### src/rtl/wt_cache_pkg.sv
// Shared write-through cache geometry constants.
// Read-port arbitration defaults live alongside the array sizes.
package wt_cache_pkg;

    localparam int unsigned DCACHE_TAG_WIDTH       = 20;
    localparam int unsigned DCACHE_CL_IDX_WIDTH    = 8;
    localparam int unsigned DCACHE_OFFSET_WIDTH    = 4;
    localparam int unsigned DCACHE_RD_PORTS        = 3;
    localparam int unsigned DCACHE_RD_STARVE_LIMIT = 8;

    function automatic int unsigned ptr_width(int unsigned n);
        return (n > 1) ? $clog2(n) : 1;
    endfunction

endpackage

### src/rtl/wt_dcache_rr_pick.sv
// N-way round-robin picker: search starts one past the pointer and wraps.
// Returns a one-hot grant plus the binary index of the winner.
module wt_dcache_rr_pick
    import wt_cache_pkg::*;
#(
    parameter  int unsigned N  = 3,
    localparam int unsigned IW = ptr_width(N)
) (
    input  logic [N-1:0]  i_req,
    input  logic [IW-1:0] i_ptr,
    output logic [N-1:0]  o_gnt,
    output logic [IW-1:0] o_idx,
    output logic          o_vld
);

    int w_j;

    // Walk farthest-to-nearest so the nearest requester overwrites last.
    always_comb begin
        o_gnt = '0;
        o_idx = '0;
        o_vld = 1'b0;
        w_j   = 0;
        for (int k = int'(N); k >= 1; k--) begin
            w_j = (int'(i_ptr) + k) % int'(N);
            if (i_req[w_j]) begin
                o_gnt      = '0;
                o_gnt[w_j] = 1'b1;
                o_idx      = IW'(w_j);
                o_vld      = 1'b1;
            end
        end
    end

endmodule

### src/rtl/wt_dcache_rd_arbiter.sv
// Read-port arbiter for the write-through L1 D$ tag/data arrays.
// High class round-robins; low class is served when idle or starving.
module wt_dcache_rd_arbiter
    import wt_cache_pkg::*;
#(
    parameter int unsigned NumPorts    = DCACHE_RD_PORTS,
    parameter int unsigned StarveLimit = DCACHE_RD_STARVE_LIMIT,
    parameter int unsigned TagWidth    = DCACHE_TAG_WIDTH,
    parameter int unsigned IdxWidth    = DCACHE_CL_IDX_WIDTH,
    parameter int unsigned OffWidth    = DCACHE_OFFSET_WIDTH
) (
    input  logic                         clk_i,
    input  logic                         rst_i,
    input  logic [NumPorts-1:0]          rd_req_i,
    input  logic [NumPorts-1:0]          rd_prio_i,
    input  logic [NumPorts-1:0]          rd_tag_only_i,
    input  logic [NumPorts*TagWidth-1:0] rd_tag_i,
    input  logic [NumPorts*IdxWidth-1:0] rd_idx_i,
    input  logic [NumPorts*OffWidth-1:0] rd_off_i,
    output logic [NumPorts-1:0]          rd_ack_o,
    input  logic                         wr_cl_vld_i,
    output logic                         mem_rd_en_o,
    output logic [IdxWidth-1:0]          mem_rd_idx_o,
    output logic [OffWidth-1:0]          mem_rd_off_o,
    output logic                         mem_rd_tag_only_o,
    output logic                         cmp_vld_o,
    output logic [TagWidth-1:0]          cmp_tag_o,
    output logic [NumPorts-1:0]          cmp_port_o,
    output logic                         starve_o
);

    localparam int unsigned PW = ptr_width(NumPorts);
    localparam int unsigned CW = $clog2(StarveLimit + 1);
    localparam logic [CW-1:0] CntMax = CW'(StarveLimit);

    logic [PW-1:0]       r_hi_ptr;
    logic [CW-1:0]       r_cnt;
    logic                r_cmp_vld;
    logic [TagWidth-1:0] r_cmp_tag;
    logic [NumPorts-1:0] r_cmp_port;

    logic [NumPorts-1:0] w_hi;
    logic [NumPorts-1:0] w_lo;
    logic [NumPorts-1:0] w_hi_gnt;
    logic [PW-1:0]       w_hi_idx;
    logic                w_hi_vld;
    logic [NumPorts-1:0] w_lo_gnt;
    logic [PW-1:0]       w_lo_idx;
    logic                w_lo_any;
    logic                w_force;
    logic [NumPorts-1:0] w_ack;
    logic [PW-1:0]       w_sel;
    logic                w_hi_win;
    logic                w_lo_win;
    logic                w_en;
    logic [TagWidth-1:0] w_tag;

    assign w_hi     = rd_req_i & rd_prio_i;
    assign w_lo     = rd_req_i & ~rd_prio_i;
    assign w_lo_any = |w_lo;
    assign w_force  = (r_cnt == CntMax) && w_lo_any;

    wt_dcache_rr_pick #(
        .N (NumPorts)
    ) u_hi_pick (
        .i_req (w_hi),
        .i_ptr (r_hi_ptr),
        .o_gnt (w_hi_gnt),
        .o_idx (w_hi_idx),
        .o_vld (w_hi_vld)
    );

    always_comb begin
        w_lo_gnt = '0;
        w_lo_idx = '0;
        for (int i = int'(NumPorts) - 1; i >= 0; i--) begin
            if (w_lo[i]) begin
                w_lo_gnt    = '0;
                w_lo_gnt[i] = 1'b1;
                w_lo_idx    = PW'(i);
            end
        end
    end

    always_comb begin
        w_ack    = '0;
        w_sel    = '0;
        w_hi_win = 1'b0;
        w_lo_win = 1'b0;
        if (!wr_cl_vld_i) begin
            if (w_force || (!w_hi_vld && w_lo_any)) begin
                w_ack    = w_lo_gnt;
                w_sel    = w_lo_idx;
                w_lo_win = 1'b1;
            end else if (w_hi_vld) begin
                w_ack    = w_hi_gnt;
                w_sel    = w_hi_idx;
                w_hi_win = 1'b1;
            end
        end
    end

    // Outputs are gated so an idle cycle presents all-zero fields.
    assign w_en  = |w_ack;
    assign w_tag = rd_tag_i[w_sel*TagWidth +: TagWidth];

    assign rd_ack_o          = w_ack;
    assign mem_rd_en_o       = w_en;
    assign mem_rd_idx_o      = w_en ? rd_idx_i[w_sel*IdxWidth +: IdxWidth] : '0;
    assign mem_rd_off_o      = w_en ? rd_off_i[w_sel*OffWidth +: OffWidth] : '0;
    assign mem_rd_tag_only_o = w_en & rd_tag_only_i[w_sel];

    always_ff @(posedge clk_i) begin
        if (rst_i) begin
            r_hi_ptr   <= PW'(NumPorts - 1);
            r_cnt      <= '0;
            r_cmp_vld  <= 1'b0;
            r_cmp_tag  <= '0;
            r_cmp_port <= '0;
        end else begin
            if (w_hi_win) begin
                r_hi_ptr <= w_sel;
            end
            if (w_lo_any && !w_lo_win) begin
                if (r_cnt != CntMax) begin
                    r_cnt <= r_cnt + CW'(1);
                end
            end else begin
                r_cnt <= '0;
            end
            r_cmp_vld  <= w_en;
            r_cmp_port <= w_ack;
            if (w_en) begin
                r_cmp_tag <= w_tag;
            end
        end
    end

    assign cmp_vld_o  = r_cmp_vld;
    assign cmp_tag_o  = r_cmp_tag;
    assign cmp_port_o = r_cmp_port;
    assign starve_o   = (r_cnt == CntMax);

endmodule

### config.mk
export PLATFORM = sky130hd
export DESIGN_NAME = wt_dcache_rd_arbiter
export DESIGN_NICKNAME = d
export VERILOG_FILES = /design/src/rtl/wt_cache_pkg.sv /design/src/rtl/wt_dcache_rr_pick.sv /design/src/rtl/wt_dcache_rd_arbiter.sv
export SDC_FILE = /design/constraint.sdc
export NUM_CORES = 1
export LEC_CHECK = 0
export CORE_MARGIN = 3
export CORE_UTILIZATION = 39
export CTS_CLUSTER_SIZE = 25
export DETAILED_ROUTE_END_ITERATION = 10
export PLACE_DENSITY = 0.92
export RECOVER_POWER = 100
export SYNTH_ARGS = -nofsm -noshare
export SYNTH_HDL_FRONTEND = slang
export SYNTH_SLANG_ARGS = --single-unit
export TNS_END_PERCENT = 5
### constraint.sdc
create_clock -name clk_i -period 5.6 [get_ports clk_i]
set_input_delay 1.68 -clock clk_i [delete_from_list [all_inputs] [get_ports clk_i]]
set_output_delay 1.68 -clock clk_i [all_outputs]
set_load 0.005 [all_outputs]
Yosys cells after proc, flatten, opt, wreduce, memory -nomap -nowiden:

Index checks and enable logic that the tools add are counted.

* register bits: 30
* latch bits: 0
* memory bits (writable): 0
* bits in read-only memories: 0
* input bits: 108
* word-level logic and storage cells: 87
* memories kept: 0

* add/subtract/negate cells: 4
* multiply operators: 1
* divide/modulo/power cells: 3
* $lt $le $gt $ge: 7
* equality and inequality tests: 2
* shifts and indexed selects: 3
* mux-type cells: 45
* bitwise gates (word level): 5
* reductions and logical operators: 12

Operators by type and width (number)
* 32-bit by 1-bit greater-or-equal comparator with 1-bit output (second input constant): 3
* 32-bit by 4-bit < comparator with 1-bit output (second input constant): 3
* 32-bit by 3-bit modulo with 32-bit output (second input constant): 3
* 60-bit by 8-bit indexed part select with 20-bit output: 1
* 3-bit 2-to-1 mux: 9
* 24-bit by 6-bit indexed part select with 8-bit output: 1
* 1-bit 2-to-1 mux: 18
* 2-bit 2-to-1 mux: 9
* 12-bit by 5-bit indexed part select with 4-bit output: 1
* 1-bit binary-select mux with 2-bit select: 4
* 8-bit 2-to-1 mux: 1
* 2-bit by 2-bit adder with 3-bit output (second input constant): 2
* 3-bit AND: 2
* 1-bit demux with 2-bit select: 3
* 1-bit logical AND: 6
* 3-bit OR reduction: 2
* 2-bit by 3-bit multiplier with 5-bit output (second input constant): 1
* 4-bit by 1-bit adder with 4-bit output (second input constant): 1
* 4-bit == test (second input constant): 1
* 4-bit 2-to-1 mux: 1
* 4-bit != test (second input constant): 1
* 2-bit by 1-bit adder with 3-bit output (second input constant): 1
* 2-bit by 3-bit < comparator with 1-bit output (second input constant): 1
* 3-bit inverter: 1
* other kinds (5): 6

Logic depth before layout (Yosys ltp):

Gate-level depths: netlist (run 1).

* depth in word-level cells: 17
* depth in mapped cells: 12

Modules after synthesis:

A second synthesis (run 1) with hierarchy kept.

* cell total of the unflattened synthesis: 275
* area, all modules: 2253.4 µm²

By module, submodules not included
* wt_dcache_rd_arbiter: times used 1, cells each 239, area each 1996.9 µm², sequential area each 600.6 µm²
* wt_dcache_rr_pick: times used 1, cells each 36, area each 256.5 µm², sequential area each 0.0 µm²

Worst setup path after synthesis (run 1):

OpenSTA, ideal clock, no wires.

* path kind: input to output
* start point: input rd_req_i[1]
* end point: output mem_rd_idx_o[2]
* data arrival time: 3.241 ns
* required time: 3.920 ns
* setup slack: 0.679 ns
* cell stages on the path: 7
* path through: nor2b_2 -> o31ai_4 -> nand4_2 -> o32ai_4 -> buf_2 -> nand3_1 -> a31oi_1

* longest elaborated chain between the ends: 14
* elaborated cells between the ends (all ways): 38
* classes of those cells: 1 x shift; 29 x mux; 2 x bitwise; 6 x reduce/logical

RTL lines
* from (decl): line wt_dcache_rd_arbiter.sv:14 `input logic [NumPorts-1:0] rd_req_i,`
* 3-bit AND: line wt_dcache_rd_arbiter.sv:58 `assign w_hi = rd_req_i & rd_prio_i;`
* 1-bit binary-select mux with 2-bit select: line wt_dcache_rr_pick.sv:26 `if (i_req[w_j]) begin`
* 1-bit 2-to-1 mux (not written as such) (2 in a row): line wt_dcache_rr_pick.sv:26
* 1-bit 2-to-1 mux (3 in a row): line wt_dcache_rr_pick.sv:26
* 1-bit logical NOT: line wt_dcache_rd_arbiter.sv:91 `if (w_force || (!w_hi_vld && w_lo_any)) begin`
* 1-bit logical AND: line wt_dcache_rd_arbiter.sv:91
* 1-bit logical OR: line wt_dcache_rd_arbiter.sv:91
* 3-bit 2-to-1 mux *: line wt_dcache_rd_arbiter.sv:91
* 3-bit 2-to-1 mux *: line wt_dcache_rd_arbiter.sv:90 `if (!wr_cl_vld_i) begin`
* net rd_ack_o[0]: line wt_dcache_rd_arbiter.sv:20 `output logic [NumPorts-1:0] rd_ack_o,`
* 3-bit OR reduction *: line wt_dcache_rd_arbiter.sv:104 `assign w_en = |w_ack;`
* 8-bit 2-to-1 mux *: line wt_dcache_rd_arbiter.sv:109 `assign mem_rd_idx_o = w_en ? rd_idx_i[w_sel*IdxWidth +: IdxWidth] : '0;`
* to (decl): line wt_dcache_rd_arbiter.sv:23 `output logic [IdxWidth-1:0] mem_rd_idx_o,`

The timed path passes the listed nets; every way through them passes the cells marked *. The select of a mux whose other input is x is not followed.

Final worst setup path (run 1):

* start point: input rd_req_i[0]
* end point: output mem_rd_en_o

* longest elaborated chain between the ends: 13
* elaborated cells between the ends (all ways): 27
* classes of those cells: 19 x mux; 2 x bitwise; 6 x reduce/logical

RTL lines
* 3-bit AND: line wt_dcache_rd_arbiter.sv:58
* 1-bit binary-select mux with 2-bit select: line wt_dcache_rr_pick.sv:26
* 1-bit 2-to-1 mux (not written as such) (2 in a row): line wt_dcache_rr_pick.sv:26
* 1-bit 2-to-1 mux (3 in a row): line wt_dcache_rr_pick.sv:26
* 1-bit logical NOT: line wt_dcache_rd_arbiter.sv:91
* 1-bit logical AND: line wt_dcache_rd_arbiter.sv:91
* 1-bit logical OR: line wt_dcache_rd_arbiter.sv:91
* 3-bit 2-to-1 mux *: line wt_dcache_rd_arbiter.sv:91
* 3-bit 2-to-1 mux *: line wt_dcache_rd_arbiter.sv:90
* 3-bit OR reduction *: line wt_dcache_rd_arbiter.sv:104
* to (decl): line wt_dcache_rd_arbiter.sv:22 `output logic mem_rd_en_o,`

Mark *: on every way between the ends. The rest lies on a longest branch, timed or not. The select of a mux whose other input is x is not followed.

==> results of run 1 <==
[registers in the layout, indices dropped and copies added (netlist names)]
signal	flops
cmp_tag_o	20
r_cnt	4
r_hi_ptr	2
cmp_port_o	3
cmp_vld_o	1
[area by class of cell]
class | instances | area share, %
timing repair buffer | 186 | 43.5
multi-input combinational | 192 | 33.9
sequential | 30 | 14.4
inverter | 29 | 2.61
tap | 70 | 2.10
clock buffer | 6 | 1.98
clock inverter | 2 | 1.44
[per-stage QoR]
step	power, W	setup TNS (ns)	std cells	setup WS (ns)	cell area [um2]
2_1_floorplan	0.000476	0	276	0.679	2230
3_3_place_gp	0.000712	-2.72	502	-0.242	3960
3_5_place_dp	0.000727	-3.65	502	-0.281	3960
4_1_cts	0.000994	-0.414	513	-0.224	4130
5_1_grt	0.00104	-0.913	515	-0.201	4170
6_report	0.000984	-0.129	515	-0.109	4170
[metal layers]
metal	track usage, %	up-vias
met5	0	-
met4	5.98	0
met3	5.15	8
met2	48.6	123
met1	27.8	1287
li1	-	1359
[logic make-up after synthesis]
family                   Yosys count  share of synthesized area (%)
AND/OR/NAND/NOR                   99                           21.2
AO/OA/AOI/OAI                     84                           36.7
buffers and inverters             54                           10.9
flip-flops                        30                           26.9
adder cells (fa/ha/maj)            6                           3.14
XOR/XNOR                           3                           1.18
[timing repair]
action,in CTS,in global routing
cloned,1,1
endpoints found under the setup margin,15,16
setup buffers,2,1
pin swaps,2,5
resized for setup,16,12
[power groups by stage]
stage               Clock (W)  Sequential [W]  Combinational (W)
floorplan                   0        0.000268           0.000207
global placement            0        0.000265           0.000446
detailed placement          0        0.000268           0.000459
CTS                  0.000273        0.000264           0.000458
global route         0.000285        0.000266           0.000488
finish               0.000270        0.000262           0.000452
[worst min path at each step]
| stage | endpoint | startpoint | slack (ns) | cells after the start |
|---|---|---|---|---|
| 6_report | cmp_tag_o[9] | cmp_tag_o[9] | 0.46 | 2 |
| 3_3_place_gp | cmp_tag_o[4] | cmp_tag_o[4] | 0.45 | 2 |
| 2_1_floorplan | cmp_tag_o[10] | cmp_tag_o[10] | 0.46 | 2 |
| 4_1_cts | cmp_tag_o[9] | cmp_tag_o[9] | 0.46 | 2 |
| 5_1_grt | cmp_tag_o[16] | cmp_tag_o[16] | 0.47 | 2 |
| 3_5_place_dp | cmp_tag_o[9] | cmp_tag_o[9] | 0.45 | 2 |
[cell usage in the layout, fill, tap and decap left out, types with 3 or more instances in the layout]
cell and n:
a221oi_2 18, nand2_1 41, nor2_1 24, nand2b_1 4, ha_1 4, dfxtp_1 30
a211oi_1 4, inv_1 26, dlygate4sd3_1 24, clkdlybuf4s50_1 108, and2_1 3, a31oi_1 14
clkbuf_8 6, nor3_1 4, dlygate4sd2_1 14, nand3_1 15, a21oi_1 5, buf_4 31
o221ai_1 21, buf_12 3, inv_2 3
[critical path: stages]
cell and delay (ns):
clkdlybuf4s50_1 0.50, nand2_1 0.08, buf_4 0.16, o21ai_2 0.12, and4_4 0.27, buf_4 0.12, o32ai_4 0.08, clkbuf_16 0.17
buf_4 0.14, nor3_4 0.19, inv_2 0.04, clkdlybuf4s50_1 0.47
==> out/results.tsv, run 1 <==
metric	value	unit
status	finished, violations left	
violations	setup timing	
holdBufCountCts	0	
worstRegToRegCells	11	
setup.worst_path.end_class	output pin	
pin_count_of_the_biggest_net_entering_global_routing	27	
synth.top_cells.by_area	dfxtp_1 (27%), a221oi_2 (12%), o221ai_1 (8.2%), nand2_1 (6.9%), inv_1 (4.4%)	
timing_hold_violations_final	0	
io_buffer_count	149	
dp_hpwl	6770	um
synth_top_flop_cell	dfxtp_1	
die_h	81.7	um
fillCellCount	348	
multi_input_area	0.00142	mm2
maxSlewViolCount	0	
critPathKind	primary input to output pin	
wire_length_of_the_first_global_routing_pass	13100	um
net-switching-power	0.000296	W
antennaDiodeCount	0	
synthesis.instances	276	
ff2ff_setup_slack	2.19	ns
power.switching_fraction	30.0	%
pwr_density_cell	236	mW/mm2
route.met3.wl	716	um
static-leakage-power	1.68	nW
power.internal	0.000689	W
synthMostInstantiatedCell	nand2_1	
clk_pin_slew	0.07	ns
mappedNetlistNets	388	
tightestPinTransition	0.713	ns
routed-via-count	2777	
wl	8930	um
yosysUniqueCellTypes	48	
ir_drop	0.173	mV
max_cap_viol_count	0	
p_comb_share	45.9	%
wl_met1	3380	um
cts_sinks	30	
worstSkewPairLatency	0.28	ns
average_detailed_routed_wire_length_per_instance	17.3	um
postSynthRegisterBits	30	
worstSetupStartpoint	rd_req_i[0]	
worst_r2r_startpoint	r_hi_ptr[0]	
grt.total_usage	25.1	%
post_route_cells_drive_above_1_share	18.7	%
mapped_avg_cell_area	8.09	um2
min_path_type	flip-flop to flip-flop	
final_period_minus_worst_setup_slack	5.71	ns
utilization	78.7	%
synth-async-reset-ratio	0	%
post-route-drc-count	0	
ys.warnings.count	0	
timing.fmax	175	MHz
detailroute.wirelength.met2	4770	um
tritoncts_clock_tree	yes	
floorplan.initialDensity	42.1	%
placement_rows	26	
detail_route.iter0.violations	134	
power_frac_clock	27.5	%
critPathRequiredTime	3.92	ns
portion_of_the_clock_cycle_consumed_by_the_worst_path_in_the_final_layout	102	%
finClkSkew	0.00763	ns
vias_per_cell	5.39	
postLayoutSetupSlackWorst	-0.109	ns
cp_data_arrival_time	4.03	ns
netlist_area	0.00223	mm2
cts-root-to-sink-buffers	2	
synth.largest_area_cell	dfxtp_1	
synth_edf_count	0	
dr.pass1.iters	4	
finalWeightedCongestion	0.878	
fp.coreArea	0.00530	mm2
grt_remaining_overflow	0	
total_i_o_pin_count	150	
crit_end	mem_rd_en_o	
htree_num_levels	2	
r2r_end	cmp_tag_o[15]	
antenna_found_initial	0	
dieArea	0.00667	mm2
number_of_buffers_added_by_the_clock_tree_synthesis_step	5	
most_common_library_cells_after_synthesis	nand2_1 (41), dfxtp_1 (30), inv_1 (26)	
clock-root-buffer	clkbuf_8	
top_layer_used	met4	
max_slew_margin	52.3	%
num-nets-final	556	
yosysSeqAreaShare	26.9	%
synthToLayoutAreaGrowth	86.9	%
grt_pass1_vias	2707	
crit_path_start_kind	primary input	
antenna_left	0	
rsz_0062_raised_after_global_routing	yes	
cp_max_fo	6	
holdWs	0.456	ns
die_width	81.7	um
seq_power_share	26.6	%
final-setup-viol-count	2	
post-synth-top-area-fraction	26.9	%
ff_latch_area	601	um2
Power figures use the tool's default switching activity.
==> run 2, diff against run 1 <==
--- a/config.mk
+++ b/config.mk
@@ -5,7 +5,6 @@
 export SDC_FILE = /design/constraint.sdc
 export NUM_CORES = 1
 export LEC_CHECK = 0
-export CORE_MARGIN = 3
 export CORE_UTILIZATION = 39
 export CTS_CLUSTER_SIZE = 25
 export DETAILED_ROUTE_END_ITERATION = 10
==> run 2 against run 1 <==
Net effect: the run now ends clean; largest power group unchanged; final cell count fell by 1.9%; via count rose by 1.2%; highest routed layer unchanged; clock skew fell by 0.0022 ns; sequential share of layout area rose by 0.56 points.
==> out/results.tsv, run 2 (synthesis gave the netlist of run 1 again) <==
metric	value	unit	change
status	finished, final reports clean		
crit_chain	dlygate4sd2_1 -> a22oi_4 -> buf_4 -> a21oi_1 -> o21bai_2 -> o32ai_4 -> buf_12 -> nand3_1 -> a31oi_1 -> clkdlybuf4s50_1		
grt.total_usage	28.3	%	+3.2 points
grt_pass1_vias	2758		+1.9%
crit_path_top_delay_cell	clkdlybuf4s50_1		
timing.critical_path.slowest_cell_delay	0.53	ns	+0.03 ns
crit_path_start_kind	primary input		
max_slew_margin	29.5	%	-23 points
finalWeightedCongestion	0.870		-0.91%
antenna_left	0		unchanged
worstRegToRegCells	11		unchanged
clock-root-buffer	clkbuf_8		
tritoncts_clock_tree	yes		
hold_start	cmp_tag_o[2]		
average_detailed_routed_wire_length_per_instance	16.9	um	-2.7%
hold_path_end	cmp_tag_o[2]		
cp_data_arrival_time	3.92	ns	-0.11 ns
die_width	77.7	um	-4.9%
largest_reg_flops	20		unchanged
io_buffer_count	149		unchanged
antennaDiodeCount	0		unchanged
vias_per_cell	5.57		+3.2%
crit_buf_inv	4		-3
fp.coreArea	0.00551	mm2	+3.8%
tightestPinTransition	1.06	ns	+0.344 ns
final_period_minus_worst_setup_slack	5.60	ns	-0.110 ns
dp_hpwl	6350	um	-6.2%
grt_remaining_overflow	0		unchanged
setup.worst_path.end_class	output pin		
timing.fmax	179	MHz	+2.0%
antenna_found_initial	0		unchanged
placement_rows	27		+3.8%
detail_route.iter0.violations	125		-6.7%
post-route-drc-count	0		unchanged
floorplan.initialDensity	40.5	%	-1.6 points
cts-root-to-sink-buffers	2		unchanged
htree_num_levels	2		unchanged
ir_drop	0.126	mV	-27%
number_of_buffers_added_by_the_clock_tree_synthesis_step	5		unchanged
layout.cells.most_common_list	clkdlybuf4s50_1 (108), nand2_1 (40), dfxtp_1 (30), inv_1 (26)		
wire_length_of_the_first_global_routing_pass	13600	um	+3.5%
pin_count_of_the_biggest_net_entering_global_routing	31		+15%
critical-path-top-delay-family	buffers and inverters		
utilization	73.0	%	-5.7 points
static-leakage-power	1.63	nW	-2.9%
max_cap_viol_count	0		unchanged
layout_commonest_cell	clkdlybuf4s50_1		
fillCellCount	404		+16%
critPathKind	primary input to output pin		
clk_pin_slew	0.05	ns	-0.02 ns
pwr_density_cell	213	mW/mm2	-9.7%
cts_sinks	30		unchanged
total_i_o_pin_count	150		unchanged
dieArea	0.00603	mm2	-9.6%
post_route_cells_drive_above_1_share	16.6	%	-2.0 points
r2r_end	cmp_tag_o[8]		
die_h	77.7	um	-4.9%
critPathRequiredTime	3.92	ns	about the same
final-setup-viol-count	0		-2
timing.hold.worst_path_depth	2		unchanged
finClkSkew	0.00543	ns	-0.00220 ns
routed-via-count	2811		+1.2%
timing_hold_violations_final	0		unchanged
final.setup.tns	0	ns	+0.129 ns
worstSkewPairLatency	0.28	ns	about the same
worst_r2r_startpoint	r_hi_ptr[0]		
cp_max_fo	14		+8
min_path_type	flip-flop to flip-flop		
wl	8520	um	-4.6%
dr.pass1.iters	5		+1
portion_of_the_clock_cycle_consumed_by_the_worst_path_in_the_final_layout	100	%	-2.0 points
rsz_0062_raised_after_global_routing	yes		
maxSlewViolCount	0		unchanged
num-nets-final	545		-2.0%
synthToLayoutAreaGrowth	80.0	%	
ff2ff_setup_slack	1.37	ns	-0.82 ns
-- run 2: timing repair --
action | 4_1_cts | 5_1_grt
gates resized for setup | 18 | 10
hold buffers | 0 | 0
endpoints found under the setup margin | 15 | 15
hold endpoints to repair | 0 | 0
setup buffers | 0 | 3
pin swaps | 3 | 3
-- run 2: worst max-delay path by stage --
stage                       startpoint         endpoint  cells past startpoint
after global routing      rd_prio_i[1]  mem_rd_off_o[0]                     10
final                     rd_prio_i[1]  mem_rd_off_o[3]                     10
after floorplan            rd_req_i[1]  mem_rd_idx_o[2]                      7
after detailed placement  rd_prio_i[1]  mem_rd_idx_o[3]                      9
after CTS                  rd_req_i[0]  mem_rd_idx_o[5]                      9
after global placement    rd_prio_i[1]  mem_rd_idx_o[2]                      9
-- run 2: area by class of cell --
class	count	area [um2]	share of cell area [%]
clock buffers	5	68.8	1.71
clock inverters	2	10.0	0.249
inverters	29	114	2.83
multi-input cells	192	1420	35.4
flip-flops and latches	30	601	14.9
well taps	72	90.1	2.24
repair buffers	175	1710	42.6
-- run 2: where the power goes --
part / switching [W] / internal [W] / total [W]
combinational: 0.000194 / 0.000240 / 0.000434
clock: 0.0000754 / 0.0000830 / 0.000158
sequential: 0.0000169 / 0.000246 / 0.000263
total: 0.000286 / 0.000569 / 0.000856
-- run 2: worst reg2reg max path, cell delays in order (launching register included) --
cell and delay [ns]:
dfxtp_1 0.37, inv_1 0.06, ha_1 0.45, nor3_1 0.34
o21ai_2 0.14, a41oi_2 0.23, o22a_2 0.24, buf_6 0.15
clkbuf_1 0.79, nand2_1 0.75, o221ai_1 0.48, a221oi_2 0.09
-- run 2: through the flow --
step / hold slack (ns) / cells / worst slack [ns] / instance area (um2) / power [W]
2_1_floorplan: 0.458 / 276 / 0.679 / 2230 / 0.000476
3_3_place_gp: 0.447 / 495 / -0.193 / 3880 / 0.000696
3_5_place_dp: 0.453 / 495 / -0.257 / 3880 / 0.000712
4_1_cts: 0.461 / 502 / -0.167 / 3970 / 0.000868
5_1_grt: 0.471 / 505 / -0.157 / 4020 / 0.000904
6_report: 0.455 / 505 / 0.000882 / 4020 / 0.000856
-- run 2: metal layers --
metal / up-vias / global-route usage (%) / part of all wire (%)
li1: 1324 / - / -
met1: 1333 / 31.6 / 39
met2: 129 / 51.0 / 51
met3: 25 / 6.00 / 7.0
met4: 0 / 12.8 / 3.2
met5: - / 0 / 0
